==> src/rtl/fir_frame_scheduler_pkg.sv <==
// Shared definitions for the mic-array FIR frame scheduler: FSM state
// encoding, default geometry and a power-of-2 helper for the tap count.
package fir_frame_scheduler_pkg;

   localparam int DEF_CHANNELS   = 8;
   localparam int DEF_DATA_WIDTH = 16;
   localparam int DEF_FIR_TAP    = 128;

   typedef enum logic [2:0] {
      S_IDLE    = 3'd0,
      S_COLLECT = 3'd1,
      S_START   = 3'd2,
      S_WAIT    = 3'd3,
      S_DONE    = 3'd4
   } sched_state_e;

   // The history pointer wraps naturally, so the tap count must be 2^n.
   function automatic bit is_pow2(input int unsigned n);
      return (n != 0) && ((n & (n - 1)) == 0);
   endfunction

   localparam bit DEF_FIR_TAP_IS_POW2 = is_pow2(DEF_FIR_TAP);

endpackage

==> src/rtl/fir_frame_scheduler_if.sv <==
// Sample stream, history-memory write port and FIR pipe handshake.
// master = scheduler side, slave = decimator / memory / pipe side.
interface fir_frame_scheduler_if
   import fir_frame_scheduler_pkg::*;
#(
   parameter int CHANNELS_WIDTH  = 3,
   parameter int TAP_COUNT_WIDTH = $clog2(DEF_FIR_TAP),
   parameter int DATA_WIDTH      = DEF_DATA_WIDTH
);
   logic                                      in_valid;
   logic [CHANNELS_WIDTH-1:0]                 in_channel;
   logic [DATA_WIDTH-1:0]                     in_data;
   logic                                      in_ready;
   logic                                      mem_we;
   logic [CHANNELS_WIDTH+TAP_COUNT_WIDTH-1:0] mem_waddr;
   logic [DATA_WIDTH-1:0]                     mem_wdata;
   logic                                      start_pipe;
   logic [TAP_COUNT_WIDTH-1:0]                tap_base;
   logic                                      pipe_write_data;
   logic                                      frame_done;

   modport master (
      input  in_valid, in_channel, in_data, pipe_write_data,
      output in_ready, mem_we, mem_waddr, mem_wdata, start_pipe, tap_base, frame_done
   );

   modport slave (
      output in_valid, in_channel, in_data, pipe_write_data,
      input  in_ready, mem_we, mem_waddr, mem_wdata, start_pipe, tap_base, frame_done
   );

endinterface

==> src/rtl/fir_frame_scheduler_sat_counter.sv <==
// Saturating event counter: counts up on inc_i and sticks at all-ones.
module sat_counter #(
   parameter int WIDTH = 16
) (
   input  logic             clk,
   input  logic             clr_n,
   input  logic             inc_i,
   output logic [WIDTH-1:0] count_o
);
   logic [WIDTH-1:0] count_q;
   logic [WIDTH-1:0] count_d;

   assign count_d = count_q + WIDTH'(1);

   // Increment unless already saturated; async clear wins.
   always_ff @(posedge clk or negedge clr_n) begin
      if (!clr_n) begin
         count_q <= '0;
      end else if (inc_i && (count_q != '1)) begin
         count_q <= count_d;
      end
   end

   assign count_o = count_q;

endmodule

==> src/rtl/fir_frame_scheduler.sv <==
// Frame scheduler for the mic-array FIR pipe: collects one in-order sample
// per channel into the circular history memory, kicks the pipe once per
// complete frame and waits for all channel results before the next frame.
module fir_frame_scheduler
   import fir_frame_scheduler_pkg::*;
#(
   parameter int CHANNELS        = DEF_CHANNELS,
   parameter int CHANNELS_WIDTH  = 3,
   parameter int FIR_TAP         = DEF_FIR_TAP,
   parameter int TAP_COUNT_WIDTH = $clog2(FIR_TAP),
   parameter int DATA_WIDTH      = DEF_DATA_WIDTH
) (
   input  logic                 clk,
   input  logic                 resetn,
   input  logic                 enable,
   fir_frame_scheduler_if.master bus,
   output logic                 overrun,
   output logic                 seq_error,
   output logic [15:0]          overrun_count
);

   if (!is_pow2(FIR_TAP) || !DEF_FIR_TAP_IS_POW2) begin : g_bad_fir_tap
      $error("fir_frame_scheduler: FIR_TAP must be a power of 2");
   end

   localparam logic [CHANNELS_WIDTH-1:0] LAST_CH = CHANNELS_WIDTH'(CHANNELS - 1);

   sched_state_e                              state_q;
   logic [CHANNELS_WIDTH-1:0]                 exp_ch_q;
   logic [CHANNELS_WIDTH-1:0]                 res_cnt_q;
   logic [TAP_COUNT_WIDTH-1:0]                wr_ptr_q;
   logic [TAP_COUNT_WIDTH-1:0]                wr_ptr_d;
   logic [TAP_COUNT_WIDTH-1:0]                tap_base_q;
   logic                                      mem_we_q;
   logic [CHANNELS_WIDTH+TAP_COUNT_WIDTH-1:0] mem_waddr_q;
   logic [DATA_WIDTH-1:0]                     mem_wdata_q;
   logic                                      start_q;
   logic                                      done_q;
   logic                                      overrun_q;
   logic                                      seq_err_q;

   logic ch_match;
   logic ch_restart;
   logic not_ready_hit;

   assign ch_match      = (bus.in_channel == exp_ch_q);
   // A channel-0 tag out of sequence resynchronises on a fresh frame.
   assign ch_restart    = (bus.in_channel == '0);
   assign not_ready_hit = bus.in_valid && (state_q != S_COLLECT);
   // Natural binary wrap of the circular history pointer.
   assign wr_ptr_d      = wr_ptr_q + TAP_COUNT_WIDTH'(1);

   // Scheduler FSM with registered strobes, memory write port and pointers.
   always_ff @(posedge clk or negedge resetn) begin
      if (!resetn) begin
         state_q     <= S_IDLE;
         exp_ch_q    <= '0;
         res_cnt_q   <= '0;
         wr_ptr_q    <= '0;
         tap_base_q  <= '0;
         mem_we_q    <= 1'b0;
         mem_waddr_q <= '0;
         mem_wdata_q <= '0;
         start_q     <= 1'b0;
         done_q      <= 1'b0;
         overrun_q   <= 1'b0;
         seq_err_q   <= 1'b0;
      end else begin
         mem_we_q  <= 1'b0;
         start_q   <= 1'b0;
         done_q    <= 1'b0;
         seq_err_q <= 1'b0;
         overrun_q <= not_ready_hit;

         case (state_q)
            S_IDLE: begin
               if (enable) begin
                  state_q  <= S_COLLECT;
                  exp_ch_q <= '0;
               end
            end

            S_COLLECT: begin
               if (!enable) begin
                  // Partial frame is dropped; wr_ptr stays so the slot is reused.
                  state_q  <= S_IDLE;
                  exp_ch_q <= '0;
               end else if (bus.in_valid) begin
                  if (ch_match || ch_restart) begin
                     mem_we_q    <= 1'b1;
                     mem_waddr_q <= {bus.in_channel, wr_ptr_q};
                     mem_wdata_q <= bus.in_data;
                  end
                  if (ch_match) begin
                     if (exp_ch_q == LAST_CH) begin
                        exp_ch_q <= '0;
                        state_q  <= S_START;
                     end else begin
                        exp_ch_q <= exp_ch_q + CHANNELS_WIDTH'(1);
                     end
                  end else begin
                     seq_err_q <= 1'b1;
                     exp_ch_q  <= ch_restart ? CHANNELS_WIDTH'(1) : '0;
                  end
               end
            end

            S_START: begin
               // The newest slot is the one just written; advance for the next frame.
               start_q    <= 1'b1;
               tap_base_q <= wr_ptr_q;
               wr_ptr_q   <= wr_ptr_d;
               res_cnt_q  <= '0;
               state_q    <= S_WAIT;
            end

            S_WAIT: begin
               if (bus.pipe_write_data) begin
                  if (res_cnt_q == LAST_CH) begin
                     res_cnt_q <= '0;
                     done_q    <= 1'b1;
                     state_q   <= S_DONE;
                  end else begin
                     res_cnt_q <= res_cnt_q + CHANNELS_WIDTH'(1);
                  end
               end
            end

            S_DONE: begin
               exp_ch_q  <= '0;
               res_cnt_q <= '0;
               state_q   <= enable ? S_COLLECT : S_IDLE;
            end

            default: begin
               state_q <= S_IDLE;
            end
         endcase
      end
   end

   sat_counter #(
      .WIDTH (16)
   ) u_overrun_cnt (
      .clk     (clk),
      .clr_n   (resetn),
      .inc_i   (not_ready_hit),
      .count_o (overrun_count)
   );

   assign bus.in_ready   = (state_q == S_COLLECT);
   assign bus.mem_we     = mem_we_q;
   assign bus.mem_waddr  = mem_waddr_q;
   assign bus.mem_wdata  = mem_wdata_q;
   assign bus.start_pipe = start_q;
   assign bus.tap_base   = tap_base_q;
   assign bus.frame_done = done_q;
   assign overrun        = overrun_q;
   assign seq_error      = seq_err_q;

endmodule
==> src/flat_wrapper.sv <==
// flat-port wrapper written by rule: the top's interface ports become plain ports
module fir_frame_scheduler_flat import fir_frame_scheduler_pkg::*;
#(
   parameter int CHANNELS        = DEF_CHANNELS,
   parameter int CHANNELS_WIDTH  = 3,
   parameter int FIR_TAP         = DEF_FIR_TAP,
   parameter int TAP_COUNT_WIDTH = $clog2(FIR_TAP),
   parameter int DATA_WIDTH      = DEF_DATA_WIDTH
)
  (clk, resetn, enable, overrun, seq_error, overrun_count, bus_in_valid, bus_in_channel, bus_in_data, bus_pipe_write_data, bus_in_ready, bus_mem_we, bus_mem_waddr, bus_mem_wdata, bus_start_pipe, bus_tap_base, bus_frame_done);
  fir_frame_scheduler_if #(.CHANNELS_WIDTH(CHANNELS_WIDTH), .TAP_COUNT_WIDTH(TAP_COUNT_WIDTH), .DATA_WIDTH(DATA_WIDTH)) bus_i ();
  input  logic clk;
  input  logic resetn;
  input  logic enable;
  output logic overrun;
  output logic seq_error;
  output logic [15:0] overrun_count;
  input wire logic [$bits(bus_i.in_valid)-1:0] bus_in_valid;
  input wire logic [$bits(bus_i.in_channel)-1:0] bus_in_channel;
  input wire logic [$bits(bus_i.in_data)-1:0] bus_in_data;
  input wire logic [$bits(bus_i.pipe_write_data)-1:0] bus_pipe_write_data;
  output wire logic [$bits(bus_i.in_ready)-1:0] bus_in_ready;
  output wire logic [$bits(bus_i.mem_we)-1:0] bus_mem_we;
  output wire logic [$bits(bus_i.mem_waddr)-1:0] bus_mem_waddr;
  output wire logic [$bits(bus_i.mem_wdata)-1:0] bus_mem_wdata;
  output wire logic [$bits(bus_i.start_pipe)-1:0] bus_start_pipe;
  output wire logic [$bits(bus_i.tap_base)-1:0] bus_tap_base;
  output wire logic [$bits(bus_i.frame_done)-1:0] bus_frame_done;
  assign bus_i.in_valid = bus_in_valid;
  assign bus_i.in_channel = bus_in_channel;
  assign bus_i.in_data = bus_in_data;
  assign bus_i.pipe_write_data = bus_pipe_write_data;
  assign bus_in_ready = bus_i.in_ready;
  assign bus_mem_we = bus_i.mem_we;
  assign bus_mem_waddr = bus_i.mem_waddr;
  assign bus_mem_wdata = bus_i.mem_wdata;
  assign bus_start_pipe = bus_i.start_pipe;
  assign bus_tap_base = bus_i.tap_base;
  assign bus_frame_done = bus_i.frame_done;
  fir_frame_scheduler #(.CHANNELS(CHANNELS), .CHANNELS_WIDTH(CHANNELS_WIDTH), .FIR_TAP(FIR_TAP), .TAP_COUNT_WIDTH(TAP_COUNT_WIDTH), .DATA_WIDTH(DATA_WIDTH)) u_core (.clk(clk), .resetn(resetn), .enable(enable), .bus(bus_i), .overrun(overrun), .seq_error(seq_error), .overrun_count(overrun_count));
endmodule
==> config.mk <==
export PLATFORM = sky130hd
export DESIGN_NAME = fir_frame_scheduler_flat
export DESIGN_NICKNAME = d
export VERILOG_FILES = /design/src/rtl/fir_frame_scheduler_pkg.sv /design/src/rtl/fir_frame_scheduler_if.sv /design/src/rtl/fir_frame_scheduler_sat_counter.sv /design/src/rtl/fir_frame_scheduler.sv /design/src/flat_wrapper.sv
export SDC_FILE = /design/constraint.sdc
export NUM_CORES = 1
export LEC_CHECK = 0
export CAP_MARGIN = 10
export CORE_MARGIN = 10
export CORE_UTILIZATION = 49
export DETAILED_ROUTE_END_ITERATION = 12
export PLACE_DENSITY = 0.81
export SLEW_MARGIN = 30
export SYNTH_ARGS = -nofsm -noshare
export SYNTH_HDL_FRONTEND = slang
export SYNTH_HIERARCHICAL = 1
export SYNTH_SLANG_ARGS = --single-unit
==> constraint.sdc <==
create_clock -name clk -period 2.55 [get_ports clk]
set_input_delay 0.51 -clock clk [delete_from_list [all_inputs] [get_ports clk]]
set_output_delay 0.51 -clock clk [all_outputs]
set_load 0.01 [all_outputs]
After elaboration in Yosys (flattened, before gate mapping)
Cells that the tools add are included.
{"block": "totals", "ff_bits": 70, "inputBits": 24}
{"block": "classes", "n_eq_ne": 15, "n_reduce_logical": 12, "add_sub_neg": 4, "n_mux": 31}
{"cell": "2-to-1 mux 3 bit", "count": 14}
{"cell": "adder 16 x 1 -> 16 bit (second input constant)", "count": 1}
{"cell": "!= test 16 bit (second input constant)", "count": 1}
{"cell": "case mux 3 bit (5 select lines)", "count": 1}
{"cell": "2-to-1 mux 1 bit", "count": 14}
{"cell": "equality test 3 bit (second input constant)", "count": 3}
{"cell": "case mux 3 bit (3 select lines)", "count": 1}
{"cell": "adder 7 x 1 -> 7 bit (second input constant)", "count": 1}
{"cell": "adder 3 x 1 -> 3 bit (second input constant)", "count": 2}
{"cell": "equality test 3 x 2 -> 1 bit (second input constant)", "count": 2}
{"cell": "zero test 3 bit", "count": 2}
{"cell": "!= test 3 x 2 -> 1 bit (second input constant)", "count": 2}
{"cell": "case mux 3 bit (2 select lines)", "count": 1}
{"cell": "AND reduction 6 bit", "count": 1}
{"cell": "!= test 2 bit (second input constant)", "count": 2}
{"cell": "AND reduction 4 bit", "count": 1}
{"cell": "equality test 3 x 1 -> 1 bit (second input constant)", "count": 1}
{"cell": "equality test 3 bit", "count": 1}
{"cell": "!= test 3 x 1 -> 1 bit (second input constant)", "count": 1}
{"cell": "!= test 3 bit (second input constant)", "count": 1}
{"cell": "AND reduction 3 bit", "count": 1}
{"cell": "nonzero test 3 bit", "count": 1}
{"cell": "logical AND 1 bit", "count": 2}
{"cell": "!= test 2 x 1 -> 1 bit (second input constant)", "count": 1}
{"cell": "4 further kinds", "count": 4}

Logic depth before layout (Yosys ltp)
{"block": "depth", "depth_word": 6, "ltp_mapped": 9, "mapped_depth_nobuf": 8}

By module
The synthesis kept the hierarchy.
{"mod": "fir_frame_scheduler", "cells_each": 185, "instances": 1, "area_per_inst_um2": 2393.5}
{"mod": "sat_counter", "cells_each": 72, "instances": 1, "area_per_inst_um2": 859.6}

Least setup slack after synthesis
Ideal clock, no wire load.
{"block": "synth_timing", "kind": "input port to flip-flop", "startpoint": "input bus_in_channel[2]", "endpoint": "register u_core.mem_waddr_q[0] (netlist: u_core/bus.mem_waddr[0])", "cell_stages": 7, "arrival_time_ns": 2.066, "slack_ns": 0.359, "n_path_buf": 3, "setup_ns": 0.125, "path_cell_list": "clkbuf_1 -> or4_1 -> a311o_1 -> o31a_1 -> buf_6 -> buf_8 -> mux2_4"}
{"block": "synth_via", "elab_chain_cells": 3, "word_cells_on_any_way": 4, "cone_classes": "eq/ne: 1; reduce/logical: 3"}
{"item": "from (decl)", "line_no": "flat_wrapper.sv:19", "rtl": "input wire logic [$bits(bus_i.in_channel)-1:0] bus_in_channel;"}
{"item": "equality test 3 bit or zero test 3 bit (tied branches)", "line_no": "fir_frame_scheduler.sv:46, fir_frame_scheduler.sv:48"}
{"item": "logical OR 1 bit *", "line_no": "fir_frame_scheduler.sv:89", "rtl": "if (ch_match || ch_restart) begin"}
{"item": "AND reduction 4 bit (no line) *"}
{"item": "to (signal assigned)", "line_no": "fir_frame_scheduler.sv:91", "rtl": "mem_waddr_q <= {bus.in_channel, wr_ptr_q};"}
{"item": "to (decl)", "line_no": "fir_frame_scheduler.sv:35", "rtl": "logic [CHANNELS_WIDTH+TAP_COUNT_WIDTH-1:0] mem_waddr_q;"}
Every way passes the cells marked *; elsewhere a longest branch is shown, timed or not.
A chain may end at the register's enable or synchronous reset.

Final worst setup path
{"block": "layout_timing", "startpoint": "register u_core.state_q[2]", "endpoint": "output bus_in_ready"}
{"block": "layout_via", "elab_chain_cells": 1}
{"item": "from (decl)", "line_no": "fir_frame_scheduler.sv:28", "rtl": "sched_state_e state_q;"}
{"item": "from (signal assigned)", "line_no": "fir_frame_scheduler.sv:132", "rtl": "state_q <= enable ? S_COLLECT : S_IDLE;"}
{"item": "equality test 3 x 1 -> 1 bit", "line_no": "fir_frame_scheduler.sv:151", "rtl": "assign bus.in_ready = (state_q == S_COLLECT);"}
{"item": "to (decl)", "line_no": "flat_wrapper.sv:22", "rtl": "output wire logic [$bits(bus_i.in_ready)-1:0] bus_in_ready;"}
No other way between the ends.

==> out/results.ini <==
[clocking]
clk_pin_slew_ps = 80
cts_setup_buffers = 0
numCtsBuffers = 9
postCtsHoldBufs = 0
post_cts_resized = 0
cts.path.max_buffers = 2
cts_sinks = 70
cts_root_buf = clkbuf_8
ctsHtreeMaxLevel = 3
clock_latency_ps = 340
cts_tree = done

[timing]
rsz0062_at_grt = no
finalHoldViolCount = 0
worstMarginPinSlew_ps = 628.0
fin_ws_ps = 207.2
skew_ps = 10.88
setup_viol = 0
slew-limit-headroom = 0.5813
period_minus_slack_ps = 2343
tns_ps = 0
maxSlewViolCount = 0
timing.hold.ws_ps = 187.3
min_period_over_period = 0.9188
fmax_ghz = 0.4268

[die]
die_w_um = 101.5
io_pins = 79
die_y_um = 101.5
rows = 29
coreArea_mm2 = 0.006386
die_area_mm2 = 0.01030
initial_utilization = 0.5094

[yosys]
async_flop_share = 1.000
synth_seq_cells = 70
syn_area_per_cell_um2 = 12.66
synth_area_leader_cell = dfrtp_1
synth-edff-count = 0
syn_nets = 287
syn-instance-count = 257
synth_common_cells = dfrtp_1, nand2_1, mux2_4
yosysSeqAreaShare = 0.5385
synth_top_area_frac = 0.5385
synthMuxAreaShare = 0.1292
ys_warn_count = 6
synth_ff_type = dfrtp_1
yosys.cell_count.top_type = dfrtp_1
synth-xor-area-share = 0.04577
synthAdderAreaFrac = 0.02308
synthesis.area_mm2 = 0.003253
synth-simple-area-share = 0.1504
synthDistinctLibCells = 50
synth_top_family_by_area = simple AND/OR/NAND/NOR gates
synthTopCellsByArea = dfrtp_1, mux2_4, mux2_2
synth-compound-area-share = 0.08462

[finish]
final_cells = 430
final_util = 0.6946
ff_latch_area_mm2 = 0.001752
stdcell_area_mm2 = 0.004436
diodes = 0
n_fill_cell = 469
drive_above_1_share = 0.1983
final_nets = 378
multi_input_area_mm2 = 0.001409
syn_to_final_growth_pct = 36.35

[global_route]
overflow = 0
grt_usage = 0.1425
grt_pass1_wl_um = 11940
antenna_found_initial = 0
grt_pass1_vias = 2285
grt_max_degree = 46

[power_and_ir_drop]
peakVddDrop_uv = 631.5
p_leak_nw = 2.024
p_per_area_mw_per_mm2 = 704.3
total_power_mw = 3.124

[placement]
dp_hpwl_um = 5322
place_ws_ps = -11.12
place_area_mm2 = 0.004167
port_buffers = 78
place_inst = 414
place_congestion = 0.8117

[drt]
wl_um = 7352
antenna_left = 0
drtIter0Drc = 62
first_pass_iters = 5
drc = 0
via_per_inst = 5.512
routedWlPerCell_um = 17.10
vias = 2370

[critical_path]
crit_family = buffers and inverters
critPathCaptureType = primary output
worstPathRequired_ps = 2040
crit_buf_inv = 2
critPathKind = flip-flop to primary output
max_stage_delay_ps = 580
path_cells = inv_1, nand2_1, nor2_1, clkdlybuf4s50_1
slowest_stage = clkdlybuf4s50_1
arrival_ps = 1830
path_depth = 4
cp_max_fo = 11
reg2regPathDepth = 6
critical_path.startpoint_type = flip-flop

[flow_run]
drv_cap = 0

[outcome]
outcome = finished clean

[worst_hold_path]
hp-class = input port to async pin

-- logic make-up (layout without fill, tap and decap cells) --
family | count (synthesis) | after routing
and+or+nand+nor | 78 | 78
AOI/OAI and AO/OA | 39 | 39
muxes | 32 | 32
buffers and inverters | 15 | 111
xor gates and xnor gates | 17 | 17
DFF | 70 | 70
adders and majority gates | 6 | 6
-- registers in the layout, indices dropped and copies added, names as in the netlist, 3 cells and up --
register / count
u_core/bus.mem_wdata: 16
u_core/u_overrun_cnt/count_o: 16
u_core/state_q: 3
u_core/res_cnt_q: 3
u_core/bus.tap_base: 7
u_core/exp_ch_q: 3
u_core/bus.mem_waddr: 10
u_core/wr_ptr_q: 7
-- report_power, final --
group          total, mW  leakage (nW)  switching [mW]  internal (mW)
clock network       1.19         0.130           0.432          0.754
logic              0.592         0.955           0.231          0.361
registers           1.35         0.939           0.118           1.23
total               3.12          2.02           0.781           2.34
-- cell type report --
cell class / instances / area share
inverters: 5 / 0.004231
clock buffers: 9 / 0.02793
repair buffers: 90 / 0.2008
flip-flops and latches: 70 / 0.3949
clock inverters: 7 / 0.03272
multi-input cells: 172 / 0.3176
well taps: 77 / 0.02172
-- cell usage in the layout, fill, tap and decap left out, types with 5 or more instances in the layout --
cell type	Yosys	routed
dfrtp_1	70	70
nand3_1	9	9
o21ai_0	6	6
buf_4	0	10
nand2_1	21	21
nor2_1	8	8
and3_1	5	5
mux2_4	16	16
mux2_2	15	15
xnor2_1	13	13
o21a_1	5	5
clkbuf_8	0	9
ha_1	6	6
nand4_1	12	12
inv_1	5	5
clkdlybuf4s50_1	0	77
a21oi_1	7	7
-- final timing paths --
check / from / to / slack, ps
setup / recovery: u_core/state_q[2] / bus_in_ready / 210
hold / removal: resetn / u_core/bus.mem_waddr[6] / 190
setup reg to reg: u_core/state_q[2] / u_core/bus.mem_wdata[13] / 420
hold reg to reg: u_core/res_cnt_q[1] / u_core/res_cnt_q[1] / 500
max in group asynchronous: resetn / u_core/bus.mem_waddr[0] / 1710
min in group clk: u_core/res_cnt_q[1] / u_core/res_cnt_q[1] / 500
-- metal layers --
| layer | vias up | wire, um | global-route usage |
|---|---|---|---|
| met3 | 4 | 541 | 0.04969 |
| met5 | - | 0 | 0 |
| li1 | 1127 | - | - |
| met4 | 0 | 43 | 0.03537 |
| met2 | 75 | 3460 | 0.2139 |
| met1 | 1164 | 3306 | 0.1924 |
(Power assumes the default switching activity.)
